`src/rtl/delay_flow_ctrl.sv`:
```
// Credit-based valid/ready sequencer around an external fixed-latency delay line.
// Define DELAY_FLOW_CTRL_STAT_EN to add the o_stall_cnt statistics output.
module delay_flow_ctrl #(
   parameter int pWIDTH = 8,
   parameter int pLAT   = 2,
   parameter int pDEPTH = 4,
   localparam int pCW   = $clog2(pDEPTH + 1)
) (
   input  logic              i_clk,
   input  logic              i_rst_n,
   input  logic              i_flush,
   input  logic              i_valid,
   output logic              o_ready,
   input  logic [pWIDTH-1:0] i_data,
   output logic              o_pipe_vld,
   output logic [pWIDTH-1:0] o_pipe_data,
   input  logic [pWIDTH-1:0] i_pipe_data,
   output logic              o_valid,
   output logic [pWIDTH-1:0] o_data,
   input  logic              i_ready,
`ifdef DELAY_FLOW_CTRL_STAT_EN
   output logic [15:0]       o_stall_cnt,
`endif
   output logic [pCW-1:0]    o_inflight,
   output logic [pCW-1:0]    o_fifo_cnt
);

   localparam int pAW = (pDEPTH > 1) ? $clog2(pDEPTH) : 1;
   localparam logic [pCW:0]   DEPTH_V   = (pCW + 1)'(pDEPTH);
   localparam logic [pCW-1:0] DEPTH_CW  = pCW'(pDEPTH);
   localparam logic [pAW-1:0] LAST_PTR  = pAW'(pDEPTH - 1);

   logic [pLAT-1:0]   vsr_reg;
   logic [pLAT-1:0]   vsr_shift;
   logic [pLAT-1:0]   vsr_next;
   logic [pCW-1:0]    inflight_reg;
   logic [pCW-1:0]    inflight_next;
   logic [pCW-1:0]    fifo_cnt_reg;
   logic [pCW-1:0]    fifo_cnt_next;
   logic [pAW-1:0]    wr_ptr_reg;
   logic [pAW-1:0]    wr_ptr_next;
   logic [pAW-1:0]    rd_ptr_reg;
   logic [pAW-1:0]    rd_ptr_next;
   logic [pWIDTH-1:0] mem [pDEPTH];
   logic [pCW:0]      occ;
   logic              accept;
   logic              capture;
   logic              pop;

   function automatic logic [pAW-1:0] ptr_inc(input logic [pAW-1:0] p);
      return (p == LAST_PTR) ? '0 : p + pAW'(1);
   endfunction

   // Credits are taken from registered occupancy only, so o_ready never depends on i_valid/i_ready.
   assign occ         = {1'b0, inflight_reg} + {1'b0, fifo_cnt_reg};
   assign o_ready     = (occ < DEPTH_V) && !i_flush;
   assign accept      = i_valid && o_ready;
   assign capture     = vsr_reg[pLAT-1] && !i_flush;
   assign pop         = o_valid && i_ready && !i_flush;

   assign o_pipe_vld  = accept;
   assign o_pipe_data = accept ? i_data : '0;
   assign o_valid     = (fifo_cnt_reg != '0);
   assign o_data      = o_valid ? mem[rd_ptr_reg] : '0;
   assign o_inflight  = inflight_reg;
   assign o_fifo_cnt  = fifo_cnt_reg;

   assign vsr_shift[0] = accept;
   genvar gi;
   generate
      for (gi = 1; gi < pLAT; gi++) begin : g_vsr
         assign vsr_shift[gi] = vsr_reg[gi-1];
      end
   endgenerate

   always_comb begin
      vsr_next      = vsr_shift;
      inflight_next = inflight_reg;
      fifo_cnt_next = fifo_cnt_reg;
      wr_ptr_next   = wr_ptr_reg;
      rd_ptr_next   = rd_ptr_reg;
      if (accept && !capture) begin
         inflight_next = inflight_reg + pCW'(1);
      end else if (!accept && capture) begin
         inflight_next = inflight_reg - pCW'(1);
      end
      if (capture && !pop) begin
         fifo_cnt_next = fifo_cnt_reg + pCW'(1);
      end else if (!capture && pop) begin
         fifo_cnt_next = fifo_cnt_reg - pCW'(1);
      end
      if (capture) begin
         wr_ptr_next = ptr_inc(wr_ptr_reg);
      end
      if (pop) begin
         rd_ptr_next = ptr_inc(rd_ptr_reg);
      end
      // Flush drops tracking; beats still inside the external line come back unmarked.
      if (i_flush) begin
         vsr_next      = '0;
         inflight_next = '0;
         fifo_cnt_next = '0;
         wr_ptr_next   = '0;
         rd_ptr_next   = '0;
      end
   end

   always_ff @(posedge i_clk or negedge i_rst_n) begin
      if (!i_rst_n) begin
         vsr_reg      <= '0;
         inflight_reg <= '0;
         fifo_cnt_reg <= '0;
         wr_ptr_reg   <= '0;
         rd_ptr_reg   <= '0;
      end else begin
         vsr_reg      <= vsr_next;
         inflight_reg <= inflight_next;
         fifo_cnt_reg <= fifo_cnt_next;
         wr_ptr_reg   <= wr_ptr_next;
         rd_ptr_reg   <= rd_ptr_next;
      end
   end

   always_ff @(posedge i_clk) begin
      if (capture) begin
         mem[wr_ptr_reg] <= i_pipe_data;
      end
   end

`ifdef DELAY_FLOW_CTRL_STAT_EN
   logic [15:0] stall_cnt_reg;

   always_ff @(posedge i_clk or negedge i_rst_n) begin
      if (!i_rst_n) begin
         stall_cnt_reg <= '0;
      end else if (i_flush) begin
         stall_cnt_reg <= '0;
      end else if (i_valid && !o_ready && (stall_cnt_reg != 16'hFFFF)) begin
         stall_cnt_reg <= stall_cnt_reg + 16'd1;
      end
   end

   assign o_stall_cnt = stall_cnt_reg;
`endif

   always_ff @(posedge i_clk) begin
      if (i_rst_n && !i_flush) begin
         assert (!(capture && !pop && (fifo_cnt_reg == DEPTH_CW)));
         assert (!(pop && (fifo_cnt_reg == '0)));
         assert (occ <= DEPTH_V);
      end
   end

endmodule

```
`config.mk`:
```
export PLATFORM = sky130hd
export DESIGN_NAME = delay_flow_ctrl
export DESIGN_NICKNAME = d
export VERILOG_FILES = /design/src/rtl/delay_flow_ctrl.sv
export SDC_FILE = /design/constraint.sdc
export NUM_CORES = 1
export LEC_CHECK = 0
export ABC_AREA = 1
export CAP_MARGIN = 5
export CORE_UTILIZATION = 45
export DETAILED_ROUTE_END_ITERATION = 8
export HOLD_SLACK_MARGIN = 0.15
export PLACE_DENSITY = 0.78
export SETUP_SLACK_MARGIN = 0.3
export SLEW_MARGIN = 20
export SYNTH_ARGS = -nofsm -noshare
export SYNTH_HDL_FRONTEND = slang
export SYNTH_SLANG_ARGS = --single-unit
```
`constraint.sdc`:
```
create_clock -name i_clk -period 4.69 [get_ports i_clk]
set_input_delay 0.7035 -clock i_clk [delete_from_list [all_inputs] [get_ports i_clk]]
set_output_delay 0.7035 -clock i_clk [all_outputs]
set_load 0.01 [all_outputs]
```
; ---- After elaboration in Yosys (flattened, before gate mapping)
; Memory sizes are Yosys's and may differ from the RTL's.
; Index checks and enable logic that the tools add are counted.
[classes]
div = 0
n_eq_ne = 2
bitwise = 0
add_sub_neg = 7
n_reduce_logical = 18
n_shift = 0
n_mux = 17
n_lt_le_gt_ge = 1
multipliers = 0
[ops]
columns = operator, n
row1 = $mux W3, 6
row2 = $mux W8, 2
row3 = $mux W2, 7
row4 = $logic_and A1 B1 Y1, 9
row5 = $reduce_bool A3 Y1, 3
row6 = $add A3 B1 Y3 const B, 2
row7 = $sub A3 B1 Y3 const B, 2
row8 = $add A2 B1 Y2 const B, 2
row9 = $add A3 B3 Y4, 1
row10 = $eq A2 B2 Y1 const B, 2
row11 = $logic_not A1 Y1, 4
row12 = $lt A4 B3 Y1 const B, 1
row13 = $reduce_bool A2 Y1, 2
row14 = $mux W1, 2
[word_totals]
latchBits = 0
ramBits = 32
out_inout_bits = 25
memories = 1
register_bits = 12
mem_bits_ro = 0
input_bits = 21
[mem_list]
columns = name, depth, word_bits, read_ports, rd_clocked_by_memory_dff, write_ports, line_no
row1 = mem, 4, 8, 1, 0, 1, 44  ; logic [pWIDTH-1:0] mem [pDEPTH];

; ---- Logic depth before layout (Yosys ltp)
[logic_depth]
ltp_word = 9
mapped_depth = 11
mapped_depth_nobuf = 11

; ---- Worst setup path after synthesis
; OpenSTA, ideal clock, no wires.
[synth_path]
path_kind = input-to-output
from = in i_flush
to = out o_pipe_data[0]
n_path_buf = 2
arrival_time_ns = 1.420
required_time_ns = 3.987
path_slack_ns = 2.567
stages = 5
path_cell_list = buf_6 -> nor2_4 -> nand4_2 -> buf_2 -> nor2_1
[synth_between]
elab_chain_len = 4
[synth_rtl]
columns = item, line_no
row1 = from (decl), 11  ; input logic i_flush,
row2 = $logic_not A1 Y1, --
row3 = $logic_and A1 B1 Y1, 56  ; assign o_ready = (occ < DEPTH_V) && !i_flush;
row4 = $logic_and A1 B1 Y1, 57  ; assign accept = i_valid && o_ready;
row5 = $mux W8, 62  ; assign o_pipe_data = accept ? i_data : '0;
row6 = to (decl), 16  ; output logic [pWIDTH-1:0] o_pipe_data,
; Every way passes these cells.

; ---- Worst setup path after layout
[layout_path]
from = in i_flush
to = out o_pipe_data[6]
; The elaborated chain is that of the path after synthesis.

==> reports/metrics.yaml <==
ant_nets: 0
fillers: 365
critical_path.startpoint: "i_flush"
cts_sinks: 44
wirelength_um: 4173
slowest_stage: "clkdlybuf4s50_1"
cap_violations: 0
routedWlPerCell_um: 13.12
arrival_ns: 2.65
numCtsBuffers: 5
cp_cell_sequence: "clkdlybuf4s50_1 > nor2_4 > nand4_2 > nor2_1 > clkdlybuf4s50_1"
power_density_mw_per_mm2: 470.3
regArea_mm2: 0.001261
grt_pass1_wl_um: 6934
track_usage: 0.1788
max-vdd-ir-drop_mv: 0.2395
grt.overflow.total: 0
syn_area_mm2: 0.002173
hold_violations: 0
r2r-start: "o_fifo_cnt[2]"
cts_resized: 0
r2r-end: "o_inflight[2]"
synth_nets: 249
syn_inst: 219
start_util: 0.4825
worstMarginPinSlew_ns: 0.8309
remaining_drc_errors: 0
crit_path_end: "o_pipe_data[6]"
startpoint_type: "input port"
status: "finished clean"
setup_violations: 0
diodes: 0
clk_latency_ns: 0.29
final_nets: 295
ys_ff_latch: 44
multi_input_area_um2: 753.2
ios: 46
place_congestion: 0.7948
largest_register: "mem"
root_buffer: "clkbuf_8"
required_ns: 3.99
cts_tree: "built"
cts_max_path_buffers: 2
grt_max_degree: 20
vias_per_cell: 4.925
synth_cell_types: 27
fmaxAchievable_ghz: 0.2984
drtPass1Iterations: 5
die_w_um: 71.50
period_share: 0.7146
highest_layer: "met4"
critPathKind: "in -> out"
clock_skew_ns: 0.007158
met2_length_um: 2041
antenna_found_initial: 0
grt_pass1_vias: 1571
worst_hold_path_type: "reg -> reg"
maxSlewHeadroom: 0.4440
areaGrowthSynthToFinish_pct: 25.85
coreArea_mm2: 0.004504
portBuffers: 45
drive_gt1_frac: 0.09023
htree_levels: 2
r2r_slack_ns: 2.51
worstSetupEndpointType: "output port"
slew_violations: 0
rr_worst_depth: 11
path_clk_slew_ns: 0.08
rsz0062_at_grt: "no"
ys_seq_area_frac: 0.5803
vias: 1566
p_leak_uw: 0.001124
setup_tns_ns: 0
period_minus_slack_ns: 3.351
crit_path_frequent_cell: "clkdlybuf4s50_1"
largest_reg_flops: 32
wl_met1_um: 1903
met3_length_um: 185
max_stage_delay_ns: 0.67
avgSynthCellArea_um2: 9.924
die_h_um: 71.50
yosysWarningCount: 0
drt_iter0_drc: 88
rows: 24
die_area_mm2: 0.005112
place_hpwl_um: 2910
hold_buffers: 0
fin_util: 0.6072
critical_path_peak_fanout: 12
cts_setup_buffers: 0
## report_power, final
| part | internal [uW] | total (uW) | switching, uW | leakage [uW] |
|---|---|---|---|---|
| registers | 452 | 509 | 57.7 | 0.000447 |
| logic | 264 | 550 | 286 | 0.000636 |
| clock network | 104 | 227 | 123 | 0.0000412 |
| total | 819 | 1290 | 467 | 0.00112 |
## synthesized netlist by cell type, drive strengths merged
library cell,count,area [um^2]
nor2,55,250.2
inv,31,116.4
ha,7,87.58
o31ai,1,7.510
nand3,12,65.06
clkbuf,1,5.000
buf,5,33.78
a21oi,9,45.04
o21ai,22,110.1
xnor2,1,8.760
clkinv,1,3.750
nand4,3,25.02
fa,2,40.04
edfxtp,32,960.9
nand2,25,113.9
dfrtp,12,300.3
## routing by layer
layer,vias to the layer above,global-route usage
met4,0,0.07843
met3,4,0.04501
met5,-,0
li1,803,-
met1,716,0.2284
met2,43,0.2910
## cells by family after synthesis
| logic type | share of synthesized area |
|---|---|
| flip-flops | 0.5803 |
| AND/OR/NAND/NOR | 0.2090 |
| XOR/XNOR | 0.004031 |
| AO/OA/AOI/OAI | 0.07484 |
| buffers and inverters | 0.07311 |
| adder cells (fa/ha/maj) | 0.05872 |
## worst max-delay path, delay by kind of cell
| kind | cells | cell delay, ns |
|---|---|---|
| buffers and inverters | 2 | 1.23 |
| and+or+nand+nor | 3 | 0.71 |
## final cells by class
| cell class | count | area share |
|---|---|---|
| Multi-Input combinational cell | 137 | 0.2754 |
| Tap cell | 52 | 0.02379 |
| Inverter | 32 | 0.04392 |
| Clock inverter | 2 | 0.004575 |
| Sequential cell | 44 | 0.4611 |
| Timing Repair Buffer | 45 | 0.1647 |
| Clock buffer | 6 | 0.02653 |
## how the worst min path moves through the flow
stage          depth (start not counted)             to  startpoint  slack, ns
2_1_floorplan                          0  o_fifo_cnt[0]     i_rst_n       0.41
3_3_place_gp                           2     vsr_reg[1]  vsr_reg[0]       0.47
3_5_place_dp                           2     vsr_reg[1]  vsr_reg[0]       0.47
4_1_cts                                2     vsr_reg[1]  vsr_reg[0]       0.48
5_1_grt                                2     vsr_reg[1]  vsr_reg[0]       0.51
6_report                               2     vsr_reg[1]  vsr_reg[0]       0.47
## per-stage QoR
stage | area, um^2 | hold WS, ns | std cells | setup WS, ns | power, uW
after floorplan | 2173 | 0.4079 | 219 | 2.567 | 830.3
after global routing | 2735 | 0.5075 | 318 | 1.169 | 1378
final | 2735 | 0.4733 | 318 | 1.339 | 1286
after detailed placement | 2650 | 0.4662 | 310 | 1.308 | 1070
after CTS | 2735 | 0.4818 | 318 | 1.296 | 1296
after global placement | 2650 | 0.4690 | 310 | 1.369 | 1055
## cell usage in the layout, fill, tap and decap left out, types with 2 or more instances in the layout
cell type	Yosys	routed
a21oi_1	9	9
clkbuf_8	0	5
clkdlybuf4s50_1	0	45
dfrtp_1	12	12
edfxtp_1	32	32
fa_1	2	2
ha_1	7	7
inv_1	28	28
inv_2	3	3
nand2_1	19	19
nand2_2	5	5
nand3_1	11	11
nand4_1	2	2
nor2_1	49	49
nor2_2	2	2
nor2_4	3	3
o21ai_0	20	20
o21ai_1	2	2
Note: power is estimated with default switching activity, not from simulation.
